[src/rtl/rv32i_pkg.sv]
// rv32i_pkg: load/store funct3 encodings and memory access FSM state type
package rv32i_pkg;
  localparam logic [2:0] F3_LB  = 3'b000;
  localparam logic [2:0] F3_LH  = 3'b001;
  localparam logic [2:0] F3_LW  = 3'b010;
  localparam logic [2:0] F3_LBU = 3'b100;
  localparam logic [2:0] F3_LHU = 3'b101;
  localparam logic [2:0] F3_SB  = 3'b000;
  localparam logic [2:0] F3_SH  = 3'b001;
  localparam logic [2:0] F3_SW  = 3'b010;
  typedef enum logic [1:0] {IDLE, ACC1, ACC2, RESP} state_t;
endpackage

[src/rtl/mem_align.sv]
// mem_align: lane shift, byte enables, two-word merge and load extension; MISALIGN_SPLIT_EN permits misaligned accesses
module mem_align
  import rv32i_pkg::*;
(
  input  logic [2:0]  funct3,
  input  logic        is_store,
  input  logic [1:0]  off,
  input  logic [31:0] wdata,
  input  logic [31:0] lo,
  input  logic [31:0] hi,
  output logic        legal,
  output logic        split,
  output logic [3:0]  be_lo,
  output logic [3:0]  be_hi,
  output logic [31:0] wd_lo,
  output logic [31:0] wd_hi,
  output logic [31:0] ldata
);
  logic [1:0] sz;
  logic [7:0] mask;
  logic [31:0] wsz, lsh;
  logic [63:0] wsh;
  logic f3_ok, sx;
  assign sz = funct3[1:0];
  assign sx = !funct3[2];
  assign f3_ok = is_store ? funct3 inside {F3_SB, F3_SH, F3_SW}
                          : funct3 inside {F3_LB, F3_LH, F3_LW, F3_LBU, F3_LHU};
  // lanes over two consecutive words: low nibble is the first word, high nibble the next
  assign mask = (sz == 2'd0 ? 8'h01 : sz == 2'd1 ? 8'h03 : 8'h0f) << off;
  assign be_lo = mask[3:0];
  assign be_hi = mask[7:4];
  assign wsz = sz == 2'd0 ? {24'd0, wdata[7:0]} : sz == 2'd1 ? {16'd0, wdata[15:0]} : wdata;
  assign wsh = {32'd0, wsz} << {off, 3'b000};
  assign wd_lo = sz == 2'd0 ? {4{wdata[7:0]}} : wsh[31:0];
  assign wd_hi = wsh[63:32];
  assign lsh = 32'({hi, lo} >> {off, 3'b000});
  assign ldata = sz == 2'd0 ? {{24{sx & lsh[7]}}, lsh[7:0]}
               : sz == 2'd1 ? {{16{sx & lsh[15]}}, lsh[15:0]} : lsh;
`ifdef MISALIGN_SPLIT_EN
  assign legal = f3_ok;
  assign split = |mask[7:4];
`else
  assign legal = f3_ok && (sz == 2'd0 || (sz == 2'd1 ? !off[0] : off == 2'd0));
  assign split = 1'b0;
`endif
endmodule

[src/rtl/mem_access_ctrl.sv]
// mem_access_ctrl: load/store FSM driving a word-wide memory port with ack timeout; MISALIGN_SPLIT_EN enables split misaligned accesses
module mem_access_ctrl
  import rv32i_pkg::*;
#(
  parameter int ACK_TIMEOUT = 16
) (
  input  logic        clk,
  input  logic        rst_n,
  input  logic        start,
  input  logic        is_store,
  input  logic [2:0]  funct3,
  input  logic [31:0] addr,
  input  logic [31:0] wdata,
  output logic        busy,
  output logic        done,
  output logic        fault,
  output logic [31:0] rdata,
  output logic        mem_req,
  output logic        mem_we,
  output logic [31:0] mem_addr,
  output logic [3:0]  mem_be,
  output logic [31:0] mem_wdata,
  input  logic        mem_ack,
  input  logic [31:0] mem_rdata
);
  localparam int CW = $clog2(ACK_TIMEOUT + 1);
  state_t state, state_n;
  logic idle, acc, second, tmo, legal, split, st, flt;
  logic [2:0] f3;
  logic [31:0] a, wd, w1, base, wd_lo, wd_hi, ldata;
  logic [3:0] be_lo, be_hi;
  logic [CW-1:0] cnt;
  assign idle = state == IDLE;
  assign acc = state == ACC1 || state == ACC2;
  assign second = state == ACC2;
  assign tmo = cnt == CW'(ACK_TIMEOUT - 1);
  assign base = {a[31:2], 2'b00} + (second ? 32'd4 : 32'd0);
  // legality is judged on live inputs in IDLE, everything else on the latched request
  mem_align u_align (
    .funct3  (idle ? funct3 : f3),
    .is_store(idle ? is_store : st),
    .off     (idle ? addr[1:0] : a[1:0]),
    .wdata   (wd),
    .lo      (second ? w1 : mem_rdata),
    .hi      (mem_rdata),
    .legal   (legal),
    .split   (split),
    .be_lo   (be_lo),
    .be_hi   (be_hi),
    .wd_lo   (wd_lo),
    .wd_hi   (wd_hi),
    .ldata   (ldata)
  );
  always_comb begin
    state_n = state;
    case (state)
      IDLE:    if (start) state_n = legal ? ACC1 : RESP;
      ACC1:    if (mem_ack) state_n = split ? ACC2 : RESP;
               else if (tmo) state_n = RESP;
      ACC2:    if (mem_ack || tmo) state_n = RESP;
      default: state_n = IDLE;
    endcase
  end
  always_ff @(posedge clk) state <= !rst_n ? IDLE : state_n;
  always_ff @(posedge clk) begin
    if (!rst_n) begin
      st <= 1'b0;
      f3 <= '0;
      a <= '0;
      wd <= '0;
      w1 <= '0;
      flt <= 1'b0;
      cnt <= '0;
      rdata <= '0;
    end else begin
      if (idle && start) begin
        st <= is_store;
        f3 <= funct3;
        a <= addr;
        wd <= wdata;
        flt <= !legal;
      end else if (acc && !mem_ack && tmo) flt <= 1'b1;
      cnt <= acc && !mem_ack && !tmo ? cnt + CW'(1) : '0;
      if (state == ACC1 && mem_ack) w1 <= mem_rdata;
      if (acc && mem_ack && !st && state_n == RESP) rdata <= ldata;
    end
  end
  assign busy = !idle;
  assign done = state == RESP;
  assign fault = done && flt;
  assign mem_req = acc;
  assign mem_we = acc && st;
  assign mem_addr = acc ? base : '0;
  assign mem_be = acc ? (second ? be_hi : be_lo) : '0;
  assign mem_wdata = mem_we ? (second ? wd_hi : wd_lo) : '0;
endmodule

[config.mk]
export PLATFORM = sky130hd
export DESIGN_NAME = mem_access_ctrl
export DESIGN_NICKNAME = d
export VERILOG_FILES = /design/src/rtl/rv32i_pkg.sv /design/src/rtl/mem_align.sv /design/src/rtl/mem_access_ctrl.sv
export SDC_FILE = /design/constraint.sdc
export NUM_CORES = 1
export LEC_CHECK = 0
export ABC_AREA = 1
export CORE_UTILIZATION = 50
export DETAILED_ROUTE_END_ITERATION = 7
export GPL_TIMING_DRIVEN = 0
export PLACE_DENSITY = 0.88
export SETUP_SLACK_MARGIN = 0.3
export SLEW_MARGIN = 20
export SYNTH_ARGS = -nofsm -noshare
export SYNTH_HDL_FRONTEND = slang
export SYNTH_SLANG_ARGS = --single-unit
[constraint.sdc]
create_clock -name clk -period 4.6 [get_ports clk]
set_input_delay 0.69 -clock clk [delete_from_list [all_inputs] [get_ports clk]]
set_output_delay 0.69 -clock clk [all_outputs]
set_load 0.01 [all_outputs]
==> results.toml, run 1 <==
[status]
status = "finished clean"

[synth]
yosys_warnings = 0
ys_types = 41
synthCells = 1486
synth_seq_cells = 140
async_reset_ff_share_pct = 0
synth_edf_count = 0
syn_area_um2 = 8932
synthFlopType = "dfxtp_1"
avgSynthCellArea_um2 = 6.011
ys_seq_area_share_pct = 31.38

[detailed_routing]
vias = 11360
drc_errors = 0
routed_wl_um = 36890
ant_nets = 0
avgRoutedWirePerCell_um = 18.93
via_per_inst = 5.830
drtIter0Drc = 1279
first_pass_iters = 6

[critical_path]
crit_path_max_fanout = 10
critPathLaunchType = "flip-flop"
end_kind = "output pin"
critical_path_class = "reg2out"
worstPathArrival_ns = 3.50
cp.required_ns = 3.91

[final_layout]
nets = 1825
final_util_pct = 68.79
antenna_cells = 0
drive_gt1_share_pct = 6.090
layout_common_cells = "351 x nand2_1, 205 x clkdlybuf4s50_1, 195 x o21ai_0"
layout_commonest_cell = "nand2_1"
area_growth_pct = 33.66
final_cell_area_um2 = 11940

[sta]
whs_ns = 0.4542
slew_headroom_pct = 24.46
timing.final.max_slew_violations = 0
worst_pin_slew_ns = 1.123
fin_crit_ns = 4.194
setup_viol = 0
fmax_ghz = 0.2384
fin_crit_sh_pct = 91.18
rsz0062_at_grt = "true"
setup-tns-final_ns = 0
fin_skew_ns = 0.01240
hold_viol = 0

[die]
dieWidth_um = 135.7
placementRows = 48
dieHeight_um = 135.7
die-area_um2 = 18400
io-pin-count = 209
design.core.area_um2 = 17360
initial_core_util_pct = 51.46

[clock_tree]
clockBufferDepth = 2
cts_inserted_buffers = 17
clkTransAtPathRegs_ns = 0.06
clk_latency_ns = 0.44
cts_tree = "yes"
cts-hold-fix-buffers = 0
cts_sinks = 140
cts-root-buf = "clkbuf_16"
htree_levels = 4

[global_routing]
overflow = 0
first_global_vias = 10160
grt_max_degree = 17
grt_antenna_before_repair = 0
grt_pass1_wl_um = 54950
grt_use_total_pct = 39.67

[power_and_ir_drop]
fin_total_pwr_mw = 8.241
peakVddDrop_v = 0.0004061
powerDensity_nw_per_um2 = 690.3
leakagePower_nw = 4.962

[place]
dpl.hpwl_um = 28650
place.gp.congestion = 1.050
placed_area_um2 = 11270
portBuffers = 205

[min_path]
hold_path_class = "reg2reg"

[job]
max_cap_viol_count = 0
==> kinds of logic after synthesis <==
kind of cell               count (synthesis)  share of synthesized area (%)
and+or+nand+nor                          687                          32.25
AOI/OAI and AO/OA                        390                          22.87
buffers and inverters                    249                          11.22
DFF                                      140                          31.38
xor gates and xnor gates                  10                         0.9805
adders and majority gates                  9                          1.261
other                                      1                        0.04198
==> synthesized netlist by cell type (all sizes together) (2+ instances only) <==
library cell / count / area share, %
inv: 148 / 6.2
xnor2: 4 / 0.39
clkinv: 3 / 0.13
nand3b: 15 / 1.3
nor2: 185 / 7.9
nor3b: 2 / 0.17
a211oi: 9 / 0.76
o211ai: 7 / 0.59
nand2: 355 / 15
xor2: 6 / 0.59
o21a: 2 / 0.17
dfxtp: 140 / 31
nand4: 26 / 1.8
buf: 43 / 2.6
nand3: 68 / 3.9
clkbuf: 55 / 2.3
o21ai: 201 / 11
nor3: 24 / 1.4
nor4: 10 / 0.70
a21boi: 7 / 0.59
a21oi: 150 / 8.4
a31oi: 10 / 0.70
ha: 9 / 1.3
==> critical path, cell delays in order, from the launching register on <==
cell,delay (ns)
dfxtp_1,0.42
inv_1,0.11
ha_2,0.23
buf_4,0.19
nand2_1,0.07
nand2_1,0.10
buf_4,0.19
buf_2,0.20
nor2_2,0.36
a21oi_1,0.12
a211oi_1,0.45
clkdlybuf4s50_1,0.63
==> flip-flops by register name (all words and copies together), names as in the netlist <==
register	cells
a	32
rdata	32
w1	32
wd	32
cnt	5
f3	3
state	2
flt	1
st	1
==> layout make-up <==
type                            instances  area, um2
Tap cell                              225      281.5
Buffer                                 98      457.9
Clock inverter                         14      158.9
Clock buffer                           17      425.4
Inverter                              151      571.8
Fill cell                            1599       5418
Timing Repair Buffer                  206       2059
Sequential cell                       140       2803
Multi-Input combinational cell       1098       5181
==> metal layers <==
metal	part of all wire (%)	GRT usage, %	up-vias
met5	0	0	-
met4	3.6	15.98	0
met3	11	9.465	102
met2	45	62.61	706
met1	41	51.69	5231
li1	-	-	5323
==> metrics by stage <==
stage	cells	worst slack, ns
2_1_floorplan	1487	1.775
3_3_place_gp	1917	0.4033
3_5_place_dp	1917	0.4214
4_1_cts	1949	0.3006
5_1_grt	1949	0.2646
6_report	1949	0.4059
==> path summary, 6_finish.rpt <==
path,start,endpoint,slack [ns],depth (start not counted)
min,w1[25]$_SDFFE_PN0P_,w1[25]$_SDFFE_PN0P_,0.45,2
max,state[1]$_SDFF_PN0_,mem_wdata[0],0.41,11
min reg2reg,w1[25]$_SDFFE_PN0P_,w1[25]$_SDFFE_PN0P_,0.45,2
max reg2reg,state[0]$_SDFF_PN0_,rdata[8]$_SDFFE_PN0P_,1.91,13
==> where the power goes <==
group / total [mW] / switching, mW / leakage (nW) / internal (mW)
Clock: 1.43 / 0.620 / 0.292 / 0.808
Combinational: 5.08 / 3.38 / 3.52 / 1.70
Sequential: 1.73 / 0.220 / 1.15 / 1.52
Total: 8.24 / 4.22 / 4.96 / 4.02
==> what timing repair did <==
action | 4_1_cts | 5_1_grt
setup buffers | 1 | 0
gates resized for setup | 6 | 36
pin swaps | 1 | 0
endpoints found under the setup margin | 17 | 37
Power figures use the tool's default switching activity.
==> run 2, diff against run 1 <==
--- a/config.mk
+++ b/config.mk
@@ -6,6 +6,7 @@
 export NUM_CORES = 1
 export LEC_CHECK = 0
 export ABC_AREA = 1
+export ABC_CLOCK_PERIOD_IN_PS = 4600
 export CORE_UTILIZATION = 50
 export DETAILED_ROUTE_END_ITERATION = 7
 export GPL_TIMING_DRIVEN = 0
==> results of run 2 <==
No change in the layout: final DEF, timing and power equal those of run 1.
==> run 3, diff against run 2 <==
--- a/config.mk
+++ b/config.mk
@@ -8,6 +8,7 @@
 export ABC_AREA = 1
 export ABC_CLOCK_PERIOD_IN_PS = 4600
 export CORE_UTILIZATION = 50
+export CTS_CLUSTER_SIZE = 14
 export DETAILED_ROUTE_END_ITERATION = 7
 export GPL_TIMING_DRIVEN = 0
 export PLACE_DENSITY = 0.88
==> results of run 3 <==
No change in the layout: final DEF, timing and power equal those of run 1.
